===== src/rtl/mul_pkg.sv =====
// Shared types and defaults for the HI/LO multiply path.
package mul_pkg;

  localparam int MUL_LAT_DEF = 6;

  typedef enum logic {
    IDLE = 1'b0,
    WAIT = 1'b1
  } state_t;

  typedef logic [63:0] prod_t;

endpackage


===== src/rtl/hilo_mul_unit_mul.sv =====
// Pipelined 32x32 signed multiplier: inputs sampled on one edge, product at z LAT edges later.
module Mul
  import mul_pkg::*;
#(
  parameter int LAT = MUL_LAT_DEF
) (
  input  logic        clk,
  input  logic        rst,
  input  logic [31:0] a,
  input  logic [31:0] b,
  output prod_t       z
);

  prod_t pipe [LAT];
  prod_t prod;

  assign prod = $signed({{32{a[31]}}, a}) * $signed({{32{b[31]}}, b});

  always_ff @(posedge clk or negedge rst) begin
    if (!rst) begin
      for (int i = 0; i < LAT; i++) pipe[i] <= '0;
    end else begin
      pipe[0] <= prod;
      for (int i = 1; i < LAT; i++) pipe[i] <= pipe[i-1];
    end
  end

  assign z = pipe[LAT-1];

endmodule


===== src/rtl/hilo_mul_unit.sv =====
// EX-stage MULT/MULTU sequencer and HI/LO register owner, with MTHI/MTLO and core stall.
//   state | meaning
//   IDLE  | HI/LO stable; accepts start_i and MTHI/MTLO writes
//   WAIT  | operands held on Mul; count tracks pipeline until the product is captured
module hilo_mul_unit
  import mul_pkg::*;
#(
  parameter int MUL_LAT = MUL_LAT_DEF
) (
  input  logic        clk,
  input  logic        rst,
  input  logic        start_i,
  input  logic        signed_i,
  input  logic [31:0] a_i,
  input  logic [31:0] b_i,
  input  logic        mthi_i,
  input  logic        mtlo_i,
  input  logic [31:0] wdata_i,
  input  logic        rd_req_i,
  output logic [31:0] hi_o,
  output logic [31:0] lo_o,
  output logic        busy_o,
  output logic        done_o,
  output logic        stall_o
);

  localparam int CW = $clog2(MUL_LAT + 2);

  state_t        state;
  logic [CW-1:0] count;
  logic [31:0]   op_a;
  logic [31:0]   op_b;
  logic          op_signed;
  prod_t         z;
  logic [31:0]   hi_fix;
  logic          last;

  Mul #(.LAT(MUL_LAT)) u_mul (
    .clk (clk),
    .rst (rst),
    .a   (op_a),
    .b   (op_b),
    .z   (z)
  );

  // Mul is signed-only; MULTU recovers the unsigned high word by adding back
  // the operand that was sign-misread as negative.
  always_comb begin
    hi_fix = z[63:32];
    if (!op_signed) begin
      if (op_a[31]) hi_fix = hi_fix + op_b;
      if (op_b[31]) hi_fix = hi_fix + op_a;
    end
  end

  assign last    = (state == WAIT) && (count == CW'(1));
  assign stall_o = busy_o & (start_i | rd_req_i | mthi_i | mtlo_i);

  always_ff @(posedge clk or negedge rst) begin
    if (!rst) begin
      state     <= IDLE;
      count     <= '0;
      op_a      <= '0;
      op_b      <= '0;
      op_signed <= 1'b0;
      busy_o    <= 1'b0;
      done_o    <= 1'b0;
    end else begin
      done_o <= 1'b0;
      case (state)
        IDLE: begin
          if (start_i) begin
            op_a      <= a_i;
            op_b      <= b_i;
            op_signed <= signed_i;
            count     <= CW'(MUL_LAT + 1);
            busy_o    <= 1'b1;
            state     <= WAIT;
          end
        end
        WAIT: begin
          count <= count - CW'(1);
          if (last) begin
            busy_o <= 1'b0;
            done_o <= 1'b1;
            state  <= IDLE;
          end
        end
        default: begin
          state  <= IDLE;
          busy_o <= 1'b0;
        end
      endcase
    end
  end

  // MT writes only land while idle; a same-cycle start is later overwritten by the product.
  always_ff @(posedge clk or negedge rst) begin
    if (!rst) begin
      hi_o <= '0;
      lo_o <= '0;
    end else if (last) begin
      hi_o <= hi_fix;
      lo_o <= z[31:0];
    end else if (state == IDLE) begin
      if (mthi_i) hi_o <= wdata_i;
      if (mtlo_i) lo_o <= wdata_i;
    end
  end

endmodule


===== config.mk =====
export PLATFORM = sky130hd
export DESIGN_NAME = hilo_mul_unit
export DESIGN_NICKNAME = d
export VERILOG_FILES = /design/src/rtl/mul_pkg.sv /design/src/rtl/hilo_mul_unit_mul.sv /design/src/rtl/hilo_mul_unit.sv
export SDC_FILE = /design/constraint.sdc
export NUM_CORES = 2
export LEC_CHECK = 0
export CAP_MARGIN = 10
export CORE_MARGIN = 1
export CORE_UTILIZATION = 37
export DETAILED_ROUTE_END_ITERATION = 8
export GPL_TIMING_DRIVEN = 1
export PLACE_DENSITY = 0.63
export SLEW_MARGIN = 20
export SYNTH_ARGS = -nofsm -noshare
export SYNTH_HDL_FRONTEND = slang
export SYNTH_SLANG_ARGS = --single-unit

===== constraint.sdc =====
create_clock -name clk -period 9.27 [get_ports clk]
set_input_delay 1.3905 -clock clk [delete_from_list [all_inputs] [get_ports clk]]
set_output_delay 1.3905 -clock clk [all_outputs]
set_load 0.005 [all_outputs]

Word level (Yosys, flattened, before mapping). Cells that the tools add are included.

Add/subtract/negate cells: 3. Muxes and demuxes: 20. Equality and inequality tests: 3. Bitwise gates (word level): 5. $mul: 1. Reductions and logical operators: 7.

Operator list (count): 32-bit two-way mux (10); 32-bit adder (2); 32-bit by 32-bit multiplier with 64-bit output (1); 2-bit AND reduction (4); 1-bit two-way mux (6); 3-bit case mux with 2 select lines (1); 1-bit case mux with 2 select lines (2); 2-bit nonzero test (2); 3-bit by 1-bit == test with 1-bit output, second input constant (1); 3-bit two-way mux (1); 1-bit OR (3); 3-bit by 1-bit subtractor with 3-bit output, second input constant (1); 2-bit by 1-bit != test with 1-bit output, second input constant (1); 2-bit != test, second input constant (1); 1-bit bitwise AND (1); 1-bit logical AND (1); 1-bit inverter (1).

Register bits: 519. Logic and storage cells: 54. Input bits: 103. Output and inout port bits: 67.

Longest topological paths before layout.
Depth in word-level cells: 7. Mapped depth: 32. Depth with buffers taken out: 28.

Cells and area by module. Synthesis repeated with hierarchy kept, for this count alone.

Cell total of the unflattened synthesis: 5327. Area, all modules: 55894.9 µm².

By module, submodules not included: Mul (area an instance 46196.8 µm², instances 1, cells an instance 4298, sequential area each 9609.2 µm²); hilo_mul_unit (area an instance 9698.1 µm², instances 1, cells an instance 1029, sequential area each 3378.2 µm²).

Worst setup path before layout. OpenSTA, ideal clock, no wires.

Path kind: register to register. From: reg op_a[31]. To: reg u_mul.pipe[382] (netlist bit). Path slack: 0.597 ns. Data arrival time: 8.546 ns. Clock period less this slack: 8.673 ns. Path buffers: 5. Cell stages (with the launch flop): 27. Data required time: 9.143 ns. Setup time: 0.127 ns. Cells stage by stage: dfrtp_1 -> clkbuf_1 -> clkbuf_1 -> clkbuf_1 -> clkbuf_1 -> nand2_1 -> fa_1 -> fa_1 -> inv_1 -> fa_1 -> fa_1 -> inv_1 -> fa_1 -> fa_1 -> fa_1 -> fa_1 -> inv_1 -> ha_1 -> clkbuf_1 -> a21o_1 -> a211o_1 -> o22ai_1 -> a21oi_1 -> a221o_1 -> a311oi_2 -> o21ai_1 -> xor2_1.

Cells in the longest elaborated chain, start to end: 1.

Ends and longest elaborated chain: start: declaration (line hilo_mul_unit.sv:31) `logic [31:0] op_a;`; start signal: assignment (line hilo_mul_unit.sv:73) `op_a <= a_i;`; 32-bit by 32-bit multiplier with 64-bit output (line hilo_mul_unit_mul.sv:17) `assign prod = $signed({{32{a[31]}}, a}) * $signed({{32{b[31]}}, b});`; via u_mul.prod[62] (line hilo_mul_unit_mul.sv:15) `prod_t prod;`; end: declaration (line hilo_mul_unit_mul.sv:14) `prod_t pipe [LAT];`.

The timed path passes the listed nets, and every way through them passes these cells. A chain may end at the register's enable or synchronous reset.

Worst setup path in the final report.
From: reg op_b[8]. To: reg u_mul.pipe[379] (netlist bit).

Cells in the longest elaborated chain, start to end: 1.

Ends and longest elaborated chain: start: declaration (line hilo_mul_unit.sv:32) `logic [31:0] op_b;`; start signal: assignment (line hilo_mul_unit.sv:74) `op_b <= b_i;`; 32-bit by 32-bit multiplier with 64-bit output (line hilo_mul_unit_mul.sv:17); via u_mul.prod[59] (line hilo_mul_unit_mul.sv:15).

The timed path passes the listed nets, and every way through them passes these cells.

==> key figures <==
Outcome
  • Outcome: completed

Clock tree
  • Skew-Pair Late Insertion Delay: 0.63 ns
  • Gates resized, CTS repair: 0
  • Total setup buffers inserted after CTS: 0
  • CTS Sinks: 519
  • Largest buffer count on any clock path: 3
  • Clock tree from TritonCTS: built
  • Count of hold-fix buffers inserted at cts: 0
  • Clk slew on worst S/H paths: 0.08 ns
  • CTS Root Buffer Type: clkbuf_16
  • H-tree levels: 2
  • Number of clock buffers inserted by TritonCTS: 50

Critical path
  • Critical Path Slowest Stage Cell: dfrtp_2
  • Worst Setup Start Kind: register
  • Worst-path fanout max: 34
  • Cell mode on critical path: fa_1
  • Critical setup path kind: reg -> reg
  • CP max stage delay: 1.00 ns
  • Arrival time at the worst endpoint: 9.22 ns
  • Data required time at the worst endpoint: 9.74 ns
  • Endpoint kind of the worst setup timing path: register

Drt
  • DRT antenna net count: 0
  • Average wire per standard cell: 21.27 µm
  • Number of DRC violations after detailed-routing iteration 0: 2,314
  • Post-route DRC: 0
  • Routed Wire Length: 158,400 µm
  • Count of TritonRoute iterations in the first routing pass: 5
  • Count of vias placed by the detailed router: 37,150
  • Via density: 4.988

Hold path
  • Classification of the worst-slack hold path: reg -> reg

Placement
  • Final weighted congestion of routability-driven global placement: 0.9474
  • Final HPWL DP: 129,700 µm
  • Number of buffers added on ports: 169
  • Total instance count after detailed placement: 7,356

Global route
  • All-layer global routing usage: 21.58%
  • First-pass GRT wire length: 247,300 µm
  • Vias in the first global route: 40,740
  • Initial antenna violation count: 9
  • Grt ovf: 0
  • Pin count of the biggest net entering global routing: 165

Timing
  • Clk_skew: 0.05154 ns
  • Worst Hold Margin: 0.3081 ns
  • Final Hold Violating Endpoints: 0
  • Final clock period utilization by the worst path: 94.44%
  • Final Setup Violations: 0
  • Slew of the pin with the lowest slew margin: 1.072 ns
  • Final count of pins violating max slew: 0
  • Final critical delay including setup and external delays: 8.754 ns
  • Total Neg Setup Slack: 0 ns
  • RSZ-0062 raised after global routing: no
  • Max Clk Rate: 0.1142 GHz
  • Worst max-slew margin expressed relative to the limit: 28.53%

Yosys
  • Number of enable flip-flop cells after synthesis: 0
  • Synthesized netlist cell count: 5,309
  • Netlist Area Pre-Place: 55,510 µm²
  • Number of nets in the synthesized netlist: 6,744
  • Top_reg_cell synth: dfrtp_1
  • Count of distinct cell types in the synthesized netlist: 77
  • Synthesis Warnings: 0
  • Leading area contributor after synthesis: fa_1
  • Total of flip-flops plus latches after synthesis: 519
  • Cell types with the highest counts after synthesis: fa_1, inv_1, nand2_1, dfrtp_1, and2_1
  • Synthesized area divided by synthesized cell count: 10.46 µm²
  • Synth area leaders: fa_1, dfrtp_1, inv_1, and2_1, ha_1
  • Asr flop ratio synth: 100.0%
  • Fraction of synthesized cell area taken by the top area cell type: 39.10%
  • Most frequent cell after synthesis: fa_1
  • Share of the yosys chip area belonging to registers: 23.40%

Flow run
  • Maximum capacitance violations: 0

Die
  • Initial core utilization: 37.41%
  • Chip height: 389.3 µm
  • Standard-cell row count: 141
  • Number of primary I/O pins: 170
  • Area enclosed by the die boundary: 151,600 µm²
  • Core region area: 148,400 µm²
  • Horizontal die dimension: 389.3 µm

Final layout
  • Proportion of layout cells with a drive suffix above 1: 6.686%
  • Post-layout instance count excluding filler cells: 7,447
  • Nets: 6,841
  • Layout area overhead: 11.23%
[cell families (layout without fill, tap and decap cells)]
family / after synthesis / after routing / synth area share (%)
xor+xnor: 122 / 122 / 1.925
mux: 161 / 161 / 3.113
flops: 519 / 519 / 23.40
simple gates: 1366 / 1366 / 12.05
fa+ha+maj: 1332 / 1332 / 44.69
compound gates: 492 / 492 / 5.908
other cells: 0 / 1 / 0
buf+inv: 1317 / 1452 / 8.924
[registers in the layout, summed over array words and instances, names as in the netlist]
name	count
state	1
done_o	1
hi_o	32
u_mul.pipe	320
op_a	32
busy_o	1
op_signed	1
count	3
op_b	32
lo_o	32
u_mul.z	64
[worst paths after layout]
check / from / end / slack (ns) / cells past startpoint
setup / recovery: op_b[8] / u_mul.pipe[379] / 0.52 / 27
min in group asynchronous: rst / done_o / 0.78 / 1
max in group asynchronous: rst / op_b[21] / 6.86 / 2
hold reg to reg: u_mul.pipe[348] / u_mul.pipe[284] / 0.31 / 0
hold / removal: u_mul.pipe[348] / u_mul.pipe[284] / 0.31 / 0
setup reg to reg: op_b[8] / u_mul.pipe[379] / 0.52 / 27
[critical path, delay by kind of cell, from the launching register on]
kind                       cells  cell delay, ns
xor gates and xnor gates       1            0.14
DFF                            1            1.00
and+or+nand+nor                3            0.51
buffers and inverters          7            0.36
adders and majority gates      9            4.31
AOI/OAI and AO/OA              7            2.24
[placed cells by master, fill, tap and decap left out, types with 10 or more instances in the layout]
cell type / synthesis / layout
o21ai_1: 19 / 19
ha_1: 248 / 248
o21ai_0: 102 / 102
clkdlybuf4s50_1: 0 / 168
xor2_1: 44 / 44
mux2i_1: 71 / 71
nand3_1: 16 / 16
dfrtp_1: 519 / 505
a31oi_1: 10 / 10
buf_4: 0 / 125
dfrtp_2: 0 / 14
nor2b_1: 12 / 11
and3_1: 12 / 12
xnor2_1: 78 / 78
a21oi_1: 130 / 129
a21o_1: 62 / 62
nor3_1: 27 / 27
clkbuf_16: 0 / 50
nor2_1: 95 / 95
nand2b_1: 23 / 23
o21bai_1: 16 / 16
nand2_1: 635 / 634
and2_1: 502 / 502
inv_1: 1053 / 1052
fa_1: 1084 / 1084
mux2_2: 89 / 89
o211ai_1: 11 / 11
nand4_1: 22 / 22
a211oi_1: 26 / 26
buf_12: 0 / 13
[cell type report]
type | instances | area [µm²]
Clock buffer | 63 | 1370
Fill cell | 14190 | 86630
Multi-Input combinational cell | 3473 | 37590
Clock inverter | 27 | 409.1
Inverter | 1054 | 3956
Tap cell | 2002 | 2505
Sequential cell | 519 | 13010
Timing Repair Buffer | 308 | 2907
Antenna cell | 1 | 2.502
[routing by layer]
metal | up-vias | global-route usage [%] | wire (µm)
li1 | 16200 | - | -
met1 | 19640 | 27.96 | 65530
met2 | 1035 | 36.63 | 77350
met3 | 277 | 2.382 | 7328
met4 | 0 | 9.184 | 8179
met5 | - | 0 | 0
[metrics by stage]
stage | cell area (µm²) | setup WS, ns | util [%]
5_1_grt | 61740 | 0.1520 | 41.61
3_3_place_gp | 59960 | 0.6787 | 40.41
3_5_place_dp | 59960 | 0.6477 | 40.41
2_1_floorplan | 55510 | 0.5970 | -
6_report | 61740 | 0.5158 | 41.61
4_1_cts | 61740 | 0.5666 | 41.61
Power is left out: the tool's default activity adds up to more than one toggle a clock period on the data nets, which glitch-free logic cannot reach.
